$ cat src/rtl/mem_access_ctrl.sv
// mem_access_ctrl: CPU-side load/store controller in front of a single-port,
// word-organised data memory. Sub-word stores use a read-modify-write through
// an internal buffer, and sub-word loads are sign- or zero-extended.
module mem_access_ctrl #(
    parameter int unsigned DM_BYTES = 12288
) (
    input  logic        clk,
    input  logic        rst,
    input  logic        req,
    input  logic        wr,
    input  logic [1:0]  size,
    input  logic        uns,
    input  logic [31:0] addr,
    input  logic [31:0] wdata,
    output logic [31:0] rdata,
    output logic        ready,
    output logic        err,
    output logic        busy,
    output logic [13:0] dm_addr,
    output logic [31:0] dm_din,
    output logic        dm_we,
    input  logic [31:0] dm_dout
);

    typedef enum logic [1:0] {
        IDLE  = 2'd0,
        READ  = 2'd1,
        WRITE = 2'd2,
        DONE  = 2'd3
    } state_t;

    typedef enum logic [1:0] {
        SZ_BYTE = 2'b00,
        SZ_HALF = 2'b01,
        SZ_WORD = 2'b10,
        SZ_BAD  = 2'b11
    } size_t;

    // Highest legal word base address.
    localparam logic [31:0] MAX_BASE = 32'(DM_BYTES) - 32'd4;

    state_t      state_q, state_d;
    logic        wr_q,    wr_d;
    logic [1:0]  size_q,  size_d;
    logic        uns_q,   uns_d;
    logic [13:0] addr_q,  addr_d;
    logic [31:0] wdata_q, wdata_d;
    logic [31:0] buf_q,   buf_d;
    logic [31:0] rdata_q, rdata_d;
    logic        err_q,   err_d;

    logic        illegal;

    // Extract and extend the addressed byte/halfword from a memory word.
    function automatic logic [31:0] load_ext(input logic [31:0] w,
                                             input logic [1:0]  sz,
                                             input logic        u,
                                             input logic [1:0]  off);
        logic [7:0]  b;
        logic [15:0] h;
        logic [31:0] r;
        b = w[{off, 3'b000} +: 8];
        h = off[1] ? w[31:16] : w[15:0];
        case (sz)
            SZ_BYTE: r = u ? {24'h000000, b} : {{24{b[7]}}, b};
            SZ_HALF: r = u ? {16'h0000, h}   : {{16{h[15]}}, h};
            default: r = w;
        endcase
        return r;
    endfunction

    // Replace only the addressed byte/halfword of the old word with store data.
    function automatic logic [31:0] store_merge(input logic [31:0] old_w,
                                                input logic [31:0] wd,
                                                input logic [1:0]  sz,
                                                input logic [1:0]  off);
        logic [31:0] r;
        r = old_w;
        case (sz)
            SZ_BYTE: r[{off, 3'b000} +: 8] = wd[7:0];
            SZ_HALF: begin
                if (off[1]) r[31:16] = wd[15:0];
                else        r[15:0]  = wd[15:0];
            end
            default: r = wd;
        endcase
        return r;
    endfunction

    // Legality of the request currently presented on the inputs.
    always_comb begin
        illegal = 1'b0;
        case (size)
            SZ_BAD:  illegal = 1'b1;
            SZ_HALF: illegal = addr[0];
            SZ_WORD: illegal = (addr[1:0] != 2'b00);
            default: illegal = 1'b0;
        endcase
        if (addr > MAX_BASE) begin
            illegal = 1'b1;
        end
    end

    // Next-state and datapath update for the access sequencer.
    always_comb begin
        state_d = state_q;
        wr_d    = wr_q;
        size_d  = size_q;
        uns_d   = uns_q;
        addr_d  = addr_q;
        wdata_d = wdata_q;
        buf_d   = buf_q;
        rdata_d = rdata_q;
        err_d   = err_q;
        case (state_q)
            IDLE: begin
                if (req) begin
                    wr_d    = wr;
                    size_d  = size;
                    uns_d   = uns;
                    addr_d  = addr[13:0];
                    wdata_d = wdata;
                    if (illegal) begin
                        err_d   = 1'b1;
                        rdata_d = '0;
                        state_d = DONE;
                    end else begin
                        err_d = 1'b0;
                        if (wr && (size == SZ_WORD)) state_d = WRITE;
                        else                         state_d = READ;
                    end
                end
            end
            READ: begin
                buf_d = dm_dout;
                if (wr_q) begin
                    state_d = WRITE;
                end else begin
                    // Extend straight from dm_dout: it is the word being
                    // captured into the buffer on this same edge.
                    rdata_d = load_ext(dm_dout, size_q, uns_q, addr_q[1:0]);
                    state_d = DONE;
                end
            end
            WRITE: begin
                rdata_d = '0;
                state_d = DONE;
            end
            DONE: begin
                state_d = IDLE;
            end
            default: state_d = IDLE;
        endcase
    end

    // State and datapath registers with synchronous reset.
    always_ff @(posedge clk) begin
        if (rst) begin
            state_q <= IDLE;
            wr_q    <= 1'b0;
            size_q  <= '0;
            uns_q   <= 1'b0;
            addr_q  <= '0;
            wdata_q <= '0;
            buf_q   <= '0;
            rdata_q <= '0;
            err_q   <= 1'b0;
        end else begin
            state_q <= state_d;
            wr_q    <= wr_d;
            size_q  <= size_d;
            uns_q   <= uns_d;
            addr_q  <= addr_d;
            wdata_q <= wdata_d;
            buf_q   <= buf_d;
            rdata_q <= rdata_d;
            err_q   <= err_d;
        end
    end

    // Status and memory-side outputs decoded from the current state.
    always_comb begin
        rdata   = rdata_q;
        ready   = (state_q == DONE);
        err     = (state_q == DONE) && err_q;
        busy    = (state_q != IDLE);
        dm_addr = '0;
        dm_din  = '0;
        // Gated by rst so a reset landing on the write cycle suppresses it.
        dm_we   = (state_q == WRITE) && !rst;
        if ((state_q == READ) || (state_q == WRITE)) begin
            dm_addr = {addr_q[13:2], 2'b00};
        end
        if (state_q == WRITE) begin
            dm_din = store_merge(buf_q, wdata_q, size_q, addr_q[1:0]);
        end
    end

endmodule

$ cat config.mk
export PLATFORM = sky130hd
export DESIGN_NAME = mem_access_ctrl
export DESIGN_NICKNAME = d
export VERILOG_FILES = /design/src/rtl/mem_access_ctrl.sv
export SDC_FILE = /design/constraint.sdc
export NUM_CORES = 1
export LEC_CHECK = 0
export BUFFER_PORTS_ARGS = -buffer_cell sky130_fd_sc_hd__buf_2
export CORE_MARGIN = 8
export CORE_UTILIZATION = 56
export CTS_BUF_LIST = sky130_fd_sc_hd__clkbuf_16
export CTS_CLUSTER_SIZE = 12
export DETAILED_ROUTE_END_ITERATION = 8
export PLACE_DENSITY = 0.86
export SLEW_MARGIN = 5
export SYNTH_ARGS = -nofsm -noshare
export SYNTH_HDL_FRONTEND = slang
export SYNTH_SLANG_ARGS = --single-unit
export TNS_END_PERCENT = 10
$ cat constraint.sdc
create_clock -name clk -period 4.8 [get_ports clk]
set_input_delay 0.24 -clock clk [delete_from_list [all_inputs] [get_ports clk]]
set_output_delay 0.24 -clock clk [all_outputs]
set_load 0.02 [all_outputs]
==> impl_metrics.json <==
{
  "status": "complete, no violations",
  "root_buffer": "clkbuf_16",
  "synth_top_cell_by_area": "dfxtp_1",
  "hold_violations": 0,
  "ys.flop_type": "dfxtp_1",
  "period_minus_slack_ns": 3.58,
  "grt_overflow": 0,
  "p_int_w": 0.00239,
  "die_h_microns": 120,
  "grt_pass1_wl_microns": 29900,
  "slew_headroom_pct": 20.3,
  "clk_pin_slew_worst_paths_ns": 0.06,
  "crit_type": "reg -> out",
  "cts_buffers": 17,
  "hpwl_microns": 13800,
  "detail_route.wl_per_cell_microns": 18.6,
  "drt_wl_total_microns": 19200,
  "cts_hold_buf": 0,
  "setup_viol_count_final": 0,
  "cp-end-kind": "output pin",
  "syn_area_sq_um": 6060,
  "p_switching_w": 0.00147,
  "regToRegEndpoint": "rdata[30]$_SDFFE_PP0P_",
  "ys_seq_area_share_pct": 38.6,
  "clock_latency_ns": 0.41,
  "rsz0062_at_grt": "no",
  "path_cells": "inv_1 > ha_1 > nor4b_2 > a222oi_1 > o21ai_0 > and2_1 > buf_2",
  "row_count": 38,
  "p_leak_nw": 3.29,
  "n_fill_cell": 914,
  "grt_use_total_pct": 25.9,
  "coreArea_sq_um": 10700,
  "synthTopCellsByCount": "nand2_1 (131), dfxtp_1 (117), a21oi_1 (63)",
  "period_share_pct": 74.5,
  "ys_warn_count": 0,
  "fin_area_sq_um": 7520,
  "crit_arrival_ns": 3.34,
  "drt-met1-wl_microns": 7840,
  "cts_tree": "built",
  "antenna_left": 0,
  "seqCellArea_sq_um": 2340,
  "drc": 0,
  "post_cts_buffers": 0,
  "dpl_cell_area_sq_um": 6960,
  "multi_input_area_sq_um": 3400,
  "drv_cap": 0,
  "worst_slew_pin_slew_ns": 1.19,
  "wl_met2_microns": 8890,
  "avgSynthCellArea_sq_um": 8.28,
  "cts_htree_levels": 4,
  "drive_above_1_share_pct": 26.1,
  "clockPowerShare_pct": 30.6,
  "fin_nets": 995,
  "ios": 185,
  "critPathMaxStageDelay_ns": 0.81,
  "ys_async_sr_fraction_pct": 0,
  "synth_cells": 732,
  "slew_viol_final": 0,
  "wl_met3_microns": 2030,
  "synthMostInstantiatedCell": "nand2_1",
  "maxUsedRoutingLayer": "met4",
  "skew_ns": 0.00947,
  "powerDensity_nw_per_um2": 514,
  "place_congestion": 0.985,
  "grt_max_degree": 88,
  "die_area_sq_um": 14400,
  "combPwrFrac_pct": 35.4,
  "start_util_pct": 56.7,
  "n_antenna_cell": 0,
  "postCtsResizedCells": 0,
  "reg2reg_from": "state_q[0]$_SDFFE_PP0N_",
  "worst-path-buf-inv": 2,
  "clock_path_buffers": 2,
  "final_core_util_pct": 70.3,
  "vias_per_cell": 5.83,
  "num_vias": 6035,
  "critPathMaxFanout": 23,
  "crit_required_ns": 4.56,
  "grt_pass1_vias": 5741,
  "antenna_found_initial": 0,
  "chipWidth_microns": 120,
  "syn2layout_area_growth_pct": 24.1,
  "hold-path-endpoint": "wdata_q[23]$_SDFFE_PP0P_",
  "layout_setup_ws_ns": 1.22,
  "ff2ff_setup_slack_ns": 1.90,
  "dr.pass1.iters": 7,
  "fin_setup_tns_ns": 0,
  "cts_sinks": 117,
  "min_path_type": "in -> reg",
  "yosys.cell_types.count": 45,
  "reg2regPathDepth": 6,
  "fmax_ghz": 0.280,
  "whs_path_depth": 3,
  "synth_edf_count": 0,
  "ys_seq_elements": 117,
  "yosysTopAreaCellShare_pct": 38.6,
  "pre_cts_slack_ns": 1.73,
  "critical-path-top-delay-family": "simple AND/OR/NAND/NOR gates",
  "drt_iter0_drc": 779,
  "critPathSlowestCell": "dfxtp_1",
  "port_buffers": 182,
  "power_frac_seq_pct": 33.9,
  "min_from": "wdata[23]",
  "synthTopCellsByArea": "dfxtp_1 (39%), mux2i_1 (10%), nand2_1 (8.1%), a21oi_1 (5.2%), nand2b_1 (3.1%)",
  "ir_drop_uv": 294,
  "p_sw_share_pct": 38.1,
  "critPathLaunchType": "register"
}
-- cell type report --
type	count	area share [%]
Inverter	20	0.998
Sequential cell	117	31.1
Clock buffer	17	5.65
Clock inverter	15	1.80
Timing Repair Buffer	189	12.8
Tap cell	140	2.33
Multi-Input combinational cell	538	45.3
-- kinds of logic after synthesis --
| logic type | Yosys count | share of synthesized area [%] |
|---|---|---|
| DFF | 117 | 38.6 |
| other | 1 | 0.0619 |
| muxes | 71 | 11.9 |
| adders and majority gates | 9 | 1.86 |
| buffers and inverters | 78 | 5.32 |
| and+or+nand+nor | 272 | 21.6 |
| AOI/OAI and AO/OA | 184 | 20.6 |
-- metal layers --
| metal | GRT usage [%] | vias to the layer above |
|---|---|---|
| met5 | 0 | - |
| met4 | 10.1 | 0 |
| met3 | 6.15 | 44 |
| met2 | 41.0 | 328 |
| met1 | 33.4 | 2785 |
| li1 | - | 2878 |
-- power groups by stage --
stage	Combinational [W]	Sequential, W	Clock [W]
6_report	0.00137	0.00131	0.00118
5_1_grt	0.00149	0.00133	0.00124
4_1_cts	0.00136	0.00130	0.00120
3_5_place_dp	0.00135	0.00132	0
3_3_place_gp	0.00133	0.00131	0
2_1_floorplan	0.00101	0.00131	0
-- per-stage QoR --
stage	total power [W]	hold WS, ns	std cells
2_1_floorplan	0.00232	0.376	733
3_3_place_gp	0.00265	0.438	1004
3_5_place_dp	0.00267	0.444	1004
4_1_cts	0.00386	0.0560	1036
5_1_grt	0.00405	0.0682	1036
6_report	0.00387	0.0686	1036
-- how the worst max path moves through the flow --
stage,startpoint,end,slack [ns],cells after the start
floorplan,addr_q[0]$_SDFFE_PP0P_,dm_din[24],2.40,7
global placement,addr_q[1]$_SDFFE_PP0P_,dm_din[24],1.77,7
detailed placement,addr_q[1]$_SDFFE_PP0P_,dm_din[24],1.73,7
CTS,addr_q[1]$_SDFFE_PP0P_,dm_din[24],1.24,7
global route,addr_q[1]$_SDFFE_PP0P_,dm_din[24],0.92,7
finish,addr_q[1]$_SDFFE_PP0P_,dm_din[24],1.22,7
-- state kept, by name, summed over array words and instances, names as in the netlist --
register and count:
wdata_q 32, state_q 2, addr_q 14, buf_q 32, uns_q 1, size_q 2
wr_q 1, rdata 32, err_q 1
-- tightest hold or removal path, delay by kind of cell --
kind	cells	cell delay, ns
AND/OR/NAND/NOR	1	0.04
AO/OA/AOI/OAI	1	0.05
buffers and inverters	1	0.09
-- layout by cell type (no fill, tap or decap), drive strengths merged, types with 2 or more instances in the layout --
cell      netlist  final
a211o           5      5
a21o           10     10
a21oi          63     63
a221o           8      8
a222oi         16     16
a22oi           8      8
a31oi           4      4
and2           23     23
and3            4      4
and4            4      4
buf            11    189
clkbuf         47     17
clkinv          0      5
clkinvlp        0      6
conb            1      2
dfxtp         117    117
ha              9      9
inv            20     23
mux2            9      9
mux2i          62     62
nand2         131    131
nand2b         30     30
nand4           7      7
nand4b          2      2
nor2           42     42
nor2b          20     20
nor4            5      5
o211a           9      9
o211ai         17     17
o21ai          34     34
o221ai          3      3
o31ai           2      2
(Power assumes the default switching activity.)
